File: config.mk
export PLATFORM = sky130hd
export DESIGN_NAME = fv_bank_req_gen
export DESIGN_NICKNAME = d
export VERILOG_FILES = /design/src/rtl/fv_bank_req_gen.sv
export SDC_FILE = /design/constraint.sdc
export NUM_CORES = 1
export LEC_CHECK = 0
export ABC_AREA = 1
export BUFFER_PORTS_ARGS = -buffer_cell sky130_fd_sc_hd__buf_2
export CAP_MARGIN = 20
export CORE_MARGIN = 8
export CORE_UTILIZATION = 45
export CTS_CLUSTER_DIAMETER = 150
export CTS_CLUSTER_SIZE = 16
export DETAILED_ROUTE_END_ITERATION = 7
export PLACE_DENSITY = 0.68
export SLEW_MARGIN = 10
export SYNTH_ARGS = -nofsm -noshare
export SYNTH_HDL_FRONTEND = slang
export SYNTH_SLANG_ARGS = --single-unit
File: constraint.sdc
create_clock -name clk -period 8.15 [get_ports clk]
set_input_delay 0.815 -clock clk [delete_from_list [all_inputs] [get_ports clk]]
set_output_delay 0.815 -clock clk [all_outputs]
set_load 0.02 [all_outputs]
File: src/rtl/fv_bank_req_gen.sv
// Feature-value bank request generator: write-back bursts and read requests toward one bank, read returns buffered and drained.
// Packets/drain lines are combinational from state; done/err are registered (one cycle later); cmd, wdata and rd stall via valid/ready, bank via bank_avail.
module fv_bank_req_gen #(
  parameter int FV_BW     = 128,
  parameter int MAX_LINES = 8,
  parameter int NODE_W    = 8,
  parameter int TAG_W     = 2,
  parameter int TMO       = 24
) (
  input  logic              clk,
  input  logic              reset,
  input  logic              cmd_valid,
  output logic              cmd_ready,
  input  logic              cmd_rd_wr,
  input  logic [NODE_W-1:0] cmd_node_id,
  input  logic [TAG_W-1:0]  cmd_pe_tag,
  input  logic [4:0]        cmd_fv_num,
  input  logic              wdata_valid,
  input  logic [FV_BW-1:0]  wdata,
  output logic              wdata_ready,
  input  logic              bank_avail,
  output logic              req_valid,
  output logic              req_rd_wr,
  output logic              req_wr_eos,
  output logic [NODE_W-1:0] req_node_id,
  output logic [TAG_W-1:0]  req_pe_tag,
  output logic [FV_BW-1:0]  req_data,
  input  logic              rsp_sos,
  input  logic              rsp_eos,
  input  logic [TAG_W-1:0]  rsp_tag,
  input  logic [FV_BW-1:0]  rsp_data,
  output logic              rd_valid,
  input  logic              rd_ready,
  output logic [FV_BW-1:0]  rd_data,
  output logic              rd_last,
  output logic              done,
  output logic [1:0]        err
);

  localparam int AW = (MAX_LINES > 1) ? $clog2(MAX_LINES) : 1;
  localparam int TW = $clog2(TMO + 1);
  localparam logic [4:0] MAXL = 5'(MAX_LINES);

  typedef enum logic [2:0] {IDLE, LOAD, WR_ISSUE, RD_ISSUE, RD_WAIT, DRAIN} state_t;

  typedef struct packed {
    logic              rd_wr;
    logic [NODE_W-1:0] node_id;
    logic [TAG_W-1:0]  tag;
    logic [4:0]        lines;
  } cmd_t;

  state_t          state, state_nxt;
  cmd_t            lat, lat_nxt;
  logic [4:0]      idx, idx_nxt;
  logic [TW-1:0]   tmo_cnt, tmo_nxt;
  logic            strm, strm_nxt;
  logic            done_r, done_nxt;
  logic [1:0]      err_r, err_nxt;
  logic [FV_BW-1:0] line_buf [MAX_LINES];
  logic            buf_we;
  logic [AW-1:0]   buf_widx;
  logic [FV_BW-1:0] buf_wdat;
  logic [4:0]      cmd_lines, cap_idx;
  logic            last_idx, wr_go;

  assign cmd_lines = {1'b0, cmd_fv_num[4:1]} + {4'd0, cmd_fv_num[0]};
  assign last_idx  = (idx == lat.lines - 5'd1);
  // bank_avail only gates the first line; later lines stream unconditionally
  assign wr_go     = (state == WR_ISSUE) && ((idx != 5'd0) || bank_avail);
  assign cap_idx   = rsp_sos ? 5'd0 : idx;

  assign cmd_ready   = (state == IDLE);
  assign wdata_ready = (state == LOAD);
  assign req_valid   = wr_go || ((state == RD_ISSUE) && bank_avail);
  assign req_rd_wr   = req_valid && lat.rd_wr;
  assign req_wr_eos  = wr_go && last_idx;
  assign req_node_id = lat.node_id;
  assign req_pe_tag  = lat.tag;
  assign req_data    = wr_go ? line_buf[idx[AW-1:0]] : '0;
  assign rd_valid    = (state == DRAIN);
  assign rd_data     = rd_valid ? line_buf[idx[AW-1:0]] : '0;
  assign rd_last     = rd_valid && last_idx;
  assign done        = done_r;
  assign err         = err_r;

  always_comb begin
    state_nxt = state;
    lat_nxt   = lat;
    idx_nxt   = idx;
    tmo_nxt   = tmo_cnt;
    strm_nxt  = strm;
    done_nxt  = 1'b0;
    err_nxt   = 2'd0;
    buf_we    = 1'b0;
    buf_widx  = idx[AW-1:0];
    buf_wdat  = wdata;
    case (state)
      IDLE: if (cmd_valid) begin
        if (cmd_fv_num == 5'd0 || cmd_fv_num > 5'd16) begin
          err_nxt  = 2'd1;
          done_nxt = 1'b1;
        end else begin
          lat_nxt.rd_wr   = cmd_rd_wr;
          lat_nxt.node_id = cmd_node_id;
          lat_nxt.tag     = cmd_pe_tag;
          lat_nxt.lines   = cmd_lines;
          idx_nxt         = 5'd0;
          state_nxt       = cmd_rd_wr ? LOAD : RD_ISSUE;
        end
      end
      LOAD: if (wdata_valid) begin
        buf_we  = 1'b1;
        idx_nxt = idx + 5'd1;
        if (last_idx) begin
          idx_nxt   = 5'd0;
          state_nxt = WR_ISSUE;
        end
      end
      WR_ISSUE: if (wr_go) begin
        idx_nxt = idx + 5'd1;
        if (last_idx) begin
          idx_nxt   = 5'd0;
          done_nxt  = 1'b1;
          state_nxt = IDLE;
        end
      end
      RD_ISSUE: if (bank_avail) begin
        tmo_nxt   = TW'(1);
        idx_nxt   = 5'd0;
        strm_nxt  = 1'b0;
        state_nxt = RD_WAIT;
      end
      RD_WAIT: begin
        tmo_nxt = tmo_cnt + TW'(1);
        if ((rsp_sos || rsp_eos) && rsp_tag != lat.tag) begin
          err_nxt   = 2'd3;
          strm_nxt  = 1'b0;
          state_nxt = IDLE;
        end else if (rsp_sos || rsp_eos || strm) begin
          buf_we   = (cap_idx < MAXL);
          buf_widx = cap_idx[AW-1:0];
          buf_wdat = rsp_data;
          idx_nxt  = (cap_idx == 5'd31) ? cap_idx : cap_idx + 5'd1;
          strm_nxt = 1'b1;
          if (rsp_eos) begin
            strm_nxt = 1'b0;
            idx_nxt  = 5'd0;
            if (cap_idx + 5'd1 != lat.lines) begin
              err_nxt   = 2'd3;
              state_nxt = IDLE;
            end else begin
              state_nxt = DRAIN;
            end
          end
        end
        if (!rsp_eos && state_nxt == RD_WAIT && tmo_cnt == TW'(TMO - 1)) begin
          err_nxt   = 2'd2;
          strm_nxt  = 1'b0;
          state_nxt = IDLE;
        end
      end
      DRAIN: if (rd_ready) begin
        idx_nxt = idx + 5'd1;
        if (last_idx) begin
          idx_nxt   = 5'd0;
          done_nxt  = 1'b1;
          state_nxt = IDLE;
        end
      end
      default: state_nxt = IDLE;
    endcase
  end

  always_ff @(posedge clk or posedge reset) begin
    if (reset) begin
      state   <= IDLE;
      lat     <= '0;
      idx     <= 5'd0;
      tmo_cnt <= '0;
      strm    <= 1'b0;
      done_r  <= 1'b0;
      err_r   <= 2'd0;
    end else begin
      state   <= state_nxt;
      lat     <= lat_nxt;
      idx     <= idx_nxt;
      tmo_cnt <= tmo_nxt;
      strm    <= strm_nxt;
      done_r  <= done_nxt;
      err_r   <= err_nxt;
    end
  end

  // Line storage carries no reset; contents are only read after being filled.
  always_ff @(posedge clk) begin
    if (buf_we) line_buf[buf_widx] <= buf_wdat;
  end

endmodule

==> metrics, run 1 <==
post-CTS clock slew at the launch and capture registers of the worst setup and hold paths=approximately 0.080 ns; Critical Path AT=4.23 ns; CP Class=register to primary output; combined buffer and inverter count along the critical path=3; count of cells resized by post-cts repair=0; worst-case setup margin in the final layout=between 3 and 4 ns; Die Footprint=107000 µm²; worst-case clock skew=~0.027 ns; setup TNS=0 ns; total routed wirelength=106000 µm; Final Hold Slack=about 0.26 ns; H-tree levels=3; slowest stage cell, crit path=sky130_fd_sc_hd__buf_4; library cell with the largest summed area after synthesis=sky130_fd_sc_hd__edfxtp_1; wire length per cell=20.8 µm; required time reported for the critical path endpoint=7.34 ns; crit-path max FO=approximately 100; Cell Int Power=about 9.4 mW; leak pwr=17.2 nW; Syn-to-layout area delta=13.1%; Max Buffers Root-to-Sink=3; number of fillers in the final layout=8167; grt met2 use=0.329; Max-Cap Viols=0; final count of hold timing violations=0; starting density of the core=0.453; Area contributors post-synth=sky130_fd_sc_hd__edfxtp_1 70%, sky130_fd_sc_hd__nor2_1 6.9%, sky130_fd_sc_hd__o21ai_0 6.1%; power density over cell area=301 nW/µm²; worst-case register-to-register setup slack=4.29 ns; CTS root buffer=sky130_fd_sc_hd__clkbuf_16; Num Clock Sinks=around 1100; post-synth top area share=0.704; NetSw=5.50 mW; insertion delay of the later-clocked pin in the worst-skew pair=0.64 ns; Num CTS Buffers=76; startpoint kind of the worst setup timing path=register; number of warnings printed during yosys synthesis=0; most frequent cells in the layout=1024 x sky130_fd_sc_hd__edfxtp_1, 797 x sky130_fd_sc_hd__nor2_1, 557 x sky130_fd_sc_hd__buf_2; number of global-route vias before repair=27800; number of antenna-violating nets in the routed design=0; transition time of the tightest slew-check pin=1.39 ns; most common library cell in the layout ignoring fill and taps=sky130_fd_sc_hd__edfxtp_1; IO buf count=557; number of nets in the final layout=4082; Max transition margin=0.0701; share of total power in combinational logic=0.325; Die Y-Extent=328 µm; number of synthesized register bits=1057; post-layout min period=5.05 ns; final-report max-slew violation count=0; Sequential Power Share=0.441; maximum achievable frequency=a little under 200 MHz; global router's overall resource usage=0.189; Placement Cell Area=47300 µm²; total chip power=14.9 mW; wire length of the first global-routing pass=~160000 µm; I/O pins=about 560; post-synth design cell area=43700 µm²; final design area excluding fillers=just under 50000 µm²; clock network fraction of total power=0.234; Worst VDD drop=0.255 mV; clock tree from TritonCTS=built; CP max stage delay=0.88 ns; final HPWL from detailed placement=58800 µm; antenna violations before repair=0; final weighted congestion in routability-driven placement=0.806; Core Box Area=96400 µm²; GR Overflow Total=0; Switching Fraction=0.369; maximum number of pins on one net before global-route repair=227; number of iterations in the first detailed-routing pass=5; number of DRC violations after detailed routing=0; post-synthesis cell type count=37; met3 demand-to-capacity share in global routing=0.0290; Setup WS pre-CTS=3.71 ns; met1 Usage GRT=0.246; # Post-CTS Setup Buffers=0; busiest layer in global routing=met2; die width=328 µm; Avg Inst Size Synth=12.9 µm²; ratio of cells with drive above 1 in the final layout=0.188; number of hold buffers added after CTS=0; portion of the clock cycle consumed by the worst path in the final layout=0.619; path type of the worst min-delay path=primary input to asynchronous set/reset pin; total number of vias=28400; post-DR vias/cell=5.58; category of cells accounting for the largest share of critical-path delay=buffers and inverters; register area share after synthesis=0.723; Syn Inst Count=~3400; First DRT Iteration DRCs=2259; number of core rows=114; syn_nets=~3700; ordered list of cells on the worst path=inv_6 -> buf_4 -> o21ai_0 -> o221ai_1 -> o21ai_1 -> nor2_1 -> buf_2; outcome=finished clean; setup repair after global routing missed its margin=false; diode count=0; Final Setup Violations=0; kind of end point of the critical path=primary output
[worst paths after layout]
path	from	endpoint	cells after the start
max in group asynchronous	reset	idx[0]	3
min reg2reg	req_node_id[5]	req_node_id[5]	1
max	idx[1]	rd_data[69]	7
max reg2reg	req_pe_tag[1]	line_buf[2][46]	8
min	reset	req_node_id[2]	3
min in group clk	cmd_pe_tag[0]	req_pe_tag[0]	2
[synth_stat cells (all sizes together)]
cell type  number
or2             1
a21oi          10
o22ai         131
nand3b          1
clkbuf        171
o21bai          1
nor3            2
clkinv          1
inv            47
edfxtp       1024
nor2          806
nand4           8
nand3          27
o31ai           1
buf            85
mux2          138
o21ai         658
xor2            6
nand2          82
xnor2           7
dfrtp          33
ha             10
o221ai        128
o211ai          2
[power by group through the flow]
stage	Combinational [mW]	Sequential (mW)	Clock, mW
final	4.84	6.56	3.49
after global routing	5.36	6.59	3.73
after CTS	4.90	6.56	3.56
after detailed placement	4.88	6.68	0
after global placement	4.80	6.67	0
after floorplan	3.41	6.60	0
[registers in the layout, indices dropped and copies added (netlist names)]
signal,cells
req_pe_tag,2
state,3
strm,1
req_node_id,8
idx,5
err,2
tmo_cnt,5
done,1
lat,6
line_buf,1024
[area by class of cell]
cell class | count | area [µm²] | area share
Clock buffer | 83 | 1930 | 0.0390
Clock inverter | 8 | 169 | 0.00342
Inverter | 48 | 198 | 0.00400
Multi-Input combinational cell | 2019 | 10800 | 0.218
Sequential cell | 1057 | 31600 | 0.640
Tap cell | 1276 | 1600 | 0.0323
Timing Repair Buffer | 588 | 3130 | 0.0635
[routing by layer]
metal,share of wire,vias to the layer above
met5,0,-
met4,0.022,0
met3,0.056,135
met2,0.50,924
met1,0.42,14000
li1,-,13300
[kinds of logic after synthesis]
family,Yosys count,share of synthesized area
buf+inv,304,0.0321
compound gates,931,0.122
xor+xnor,13,0.00261
simple gates,927,0.0820
mux,138,0.0356
flops,1057,0.723
fa+ha+maj,10,0.00286
[worst reg2reg max path, stage by stage (launching register included)]
cell	delay [ns]
sky130_fd_sc_hd__dfrtp_1	0.40
sky130_fd_sc_hd__xnor2_1	0.30
sky130_fd_sc_hd__nand2_1	0.12
sky130_fd_sc_hd__nand2_1	0.17
sky130_fd_sc_hd__nand3_4	0.35
sky130_fd_sc_hd__o21ai_2	0.33
sky130_fd_sc_hd__nand2_1	0.22
sky130_fd_sc_hd__nor2_4	0.68
sky130_fd_sc_hd__buf_4	0.83
[stage by stage]
| stage | instances | utilization |
|---|---|---|
| 2_1_floorplan | 3380 | - |
| 3_3_place_gp | 4988 | 0.490 |
| 3_5_place_dp | 4988 | 0.490 |
| 4_1_cts | 5079 | 0.512 |
| 5_1_grt | 5079 | 0.512 |
| 6_report | 5079 | 0.512 |
No activity file was read; power rests on OpenSTA's default activity.
==> inputs of run 2 (changes only) <==
--- a/config.mk
+++ b/config.mk
@@ -5,7 +5,7 @@
 export SDC_FILE = /design/constraint.sdc
 export NUM_CORES = 1
 export LEC_CHECK = 0
-export ABC_AREA = 1
+export ABC_AREA = 0
 export BUFFER_PORTS_ARGS = -buffer_cell sky130_fd_sc_hd__buf_2
 export CAP_MARGIN = 20
 export CORE_MARGIN = 8
==> constraint.sdc (replaced) <==
create_clock -name clk -period 5 [get_ports clk]
set_input_delay 0.5 -clock clk [delete_from_list [all_inputs] [get_ports clk]]
set_output_delay 0.5 -clock clk [all_outputs]
set_load 0.02 [all_outputs]
==> metrics, run 2 <==
grt met2 use=0.325; asr flop ratio synth=0.0312; final weighted congestion in routability-driven placement=0.791; total number of vias=22000; number of synthesized register bits=1057; antenna violations before repair=1; ratio of cells with drive above 1 in the final layout=0.366; starting density of the core=0.454; # Post-CTS Setup Buffers=0; number of nets in the final layout=3003; global router's overall resource usage=0.180; Post-synth EDFFs=between 1000 and 1500; number of core rows=113; register with the most flip-flops=line_buf; path type of the worst min-delay path=primary input to register; library cell with the highest instance count after synthesis=sky130_fd_sc_hd__edfxtp_1; outcome=finished clean; clock tree from TritonCTS=built; maximum number of pins on one net before global-route repair=121; flip-flop count of the largest register after layout=1024; leak pwr=about 18 nW; H-tree levels=3; setup TNS=0 ns; Num CTS Buffers=76; portion of the clock cycle consumed by the worst path in the final layout=0.859; Area contributors post-synth=sky130_fd_sc_hd__edfxtp_1 71%, sky130_fd_sc_hd__mux4_2 13%, sky130_fd_sc_hd__mux2_1 3.1%; transition time of the tightest slew-check pin=0.991 ns; number of antenna-violating nets in the routed design=0; worst-case clock skew=between 0.04 and 0.05 ns; post-CTS clock slew at the launch and capture registers of the worst setup and hold paths=approximately 0.08 ns; final count of hold timing violations=0; GR Overflow Total=0; most frequent cells in the layout=1024 x sky130_fd_sc_hd__edfxtp_1, 557 x sky130_fd_sc_hd__buf_2, 273 x sky130_fd_sc_hd__nor2_1; post-layout min period=4.30 ns; register area share after synthesis=0.730; post-synthesis cell type count=65; most common library cell in the layout ignoring fill and taps=sky130_fd_sc_hd__edfxtp_1; Critical Path AT=3.80 ns; number of hold buffers added after CTS=1; Syn Inst Count=2167; wire length of the first global-routing pass=roughly 150000 µm; Num Clock Sinks=approximately 1100; post-DR vias/cell=~5.5; number of DRC violations after detailed routing=0; final-report max-slew violation count=0; post-synth design cell area=approximately 43000 µm²; kind of end point of the critical path=primary output; I/O pins=558; busiest layer in global routing=met2; met1 Usage GRT=0.227; number of iterations in the first detailed-routing pass=5; First DRT Iteration DRCs=1773; post-synth top area share=0.711; setup repair after global routing missed its margin=false; Worst VDD drop=0.334 mV; syn_nets=2459; count of cells resized by post-cts repair=0; Max transition margin=0.339; DP Cell Count=3897; Post-synth top flop=sky130_fd_sc_hd__edfxtp_1; power density over cell area=468 nW/µm²; number of warnings printed during yosys synthesis=0; final HPWL from detailed placement=59100 µm; cell types with the highest counts after synthesis=1024 x sky130_fd_sc_hd__edfxtp_1, 275 x sky130_fd_sc_hd__nor2_1, 256 x sky130_fd_sc_hd__mux4_2; post-route insts no fill=3991; required time reported for the critical path endpoint=4.50 ns; die width=326 µm; CP Class=register to primary output; Syn-to-layout area delta=15.1%; number of global-route vias before repair=approximately 24000; startpoint kind of the worst setup timing path=register; Final Setup Violations=0; total routed wirelength=97400 µm; Max-Cap Viols=0; IO buf count=roughly 560; crit-path max FO=68; wire length per cell=~24 µm; maximum achievable frequency=233 MHz; Core Box Area=95200 µm²; Die Y-Extent=326 µm; CTS root buffer=sky130_fd_sc_hd__clkbuf_16; insertion delay of the later-clocked pin in the worst-skew pair=0.64 ns; total chip power=23.3 mW; library cell with the largest summed area after synthesis=sky130_fd_sc_hd__edfxtp_1; Max Buffers Root-to-Sink=3; Avg Inst Size Synth=around 20 µm²; Die Footprint=106000 µm²; met3 demand-to-capacity share in global routing=0.0274
==> run 2: worst paths after layout <==
| kind | startpoint | endpoint | slack [ns] | cells past startpoint |
|---|---|---|---|---|
| min in group asynchronous | reset | lat[3] | 0.51 | 4 |
| hold / removal | cmd_node_id[0] | req_node_id[0] | 0.10 | 2 |
| setup reg to reg | state[2] | line_buf[2][106] | 1.62 | 7 |
| hold reg to reg | req_node_id[0] | req_node_id[0] | 0.52 | 1 |
| max in group asynchronous | reset | idx[0] | 4.14 | 4 |
| setup / recovery | idx[1] | req_data[32] | 0.70 | 7 |
==> run 2: area by class of cell <==
| class | count | area [µm²] |
|---|---|---|
| Antenna cell | 1 | 2.50 |
| Clock inverter | 8 | 174 |
| Tap cell | 1265 | 1580 |
| Multi-Input combinational cell | 953 | 11000 |
| Inverter | 20 | 82.6 |
| Sequential cell | 1057 | 31600 |
| Clock buffer | 84 | 1930 |
| Timing Repair Buffer | 603 | 3420 |
| Fill cell | 7425 | 45400 |
==> run 2: critical path: stages, from the launching register on <==
cell                      delay (ns)
sky130_fd_sc_hd__dfrtp_4        0.79
sky130_fd_sc_hd__inv_1          0.34
sky130_fd_sc_hd__ha_1           0.29
sky130_fd_sc_hd__nand2_1        0.13
sky130_fd_sc_hd__nand3_4        0.60
sky130_fd_sc_hd__buf_12         0.46
sky130_fd_sc_hd__nor2_1         0.18
sky130_fd_sc_hd__buf_2          0.19
==> run 2: report_power, final <==
group          leakage (nW)  internal, mW  total [mW]  switching (mW)
Sequential             9.62          10.0        10.3           0.298
Combinational          7.16          3.09        7.34            4.25
Clock                  1.02          2.79        5.66            2.87
Total                  17.8          15.9        23.3            7.42
==> run 2: stage by stage <==
step / setup slack, ns / hold WS (ns) / instance area [µm²] / utilization
finish: 0.705 / 0.105 / 49800 / 0.523
global route: 0.416 / 0.0591 / 49800 / 0.523
CTS: 0.582 / 0.0451 / 49800 / 0.523
detailed placement: 1.32 / 0.496 / 47700 / 0.501
global placement: 1.37 / 0.487 / 47700 / 0.501
floorplan: -0.963 / 0.471 / 43400 / -
==> run 2: kinds of logic (layout without fill, tap and decap cells) <==
kind of cell,after synthesis,count (layout),share of synthesized area
flops,1057,1057,0.730
mux,529,529,0.201
simple gates,340,340,0.0336
buf+inv,157,715,0.0192
compound gates,53,53,0.00900
xor+xnor,21,21,0.00443
fa+ha+maj,10,10,0.00289
other cells,0,1,0
==> run 2: routing by layer <==
metal / wire, µm / up-vias
li1: - / 9708
met1: 39800 / 11600
met2: 51600 / 583
met3: 4190 / 115
met4: 1780 / 2
met5: 7 / -
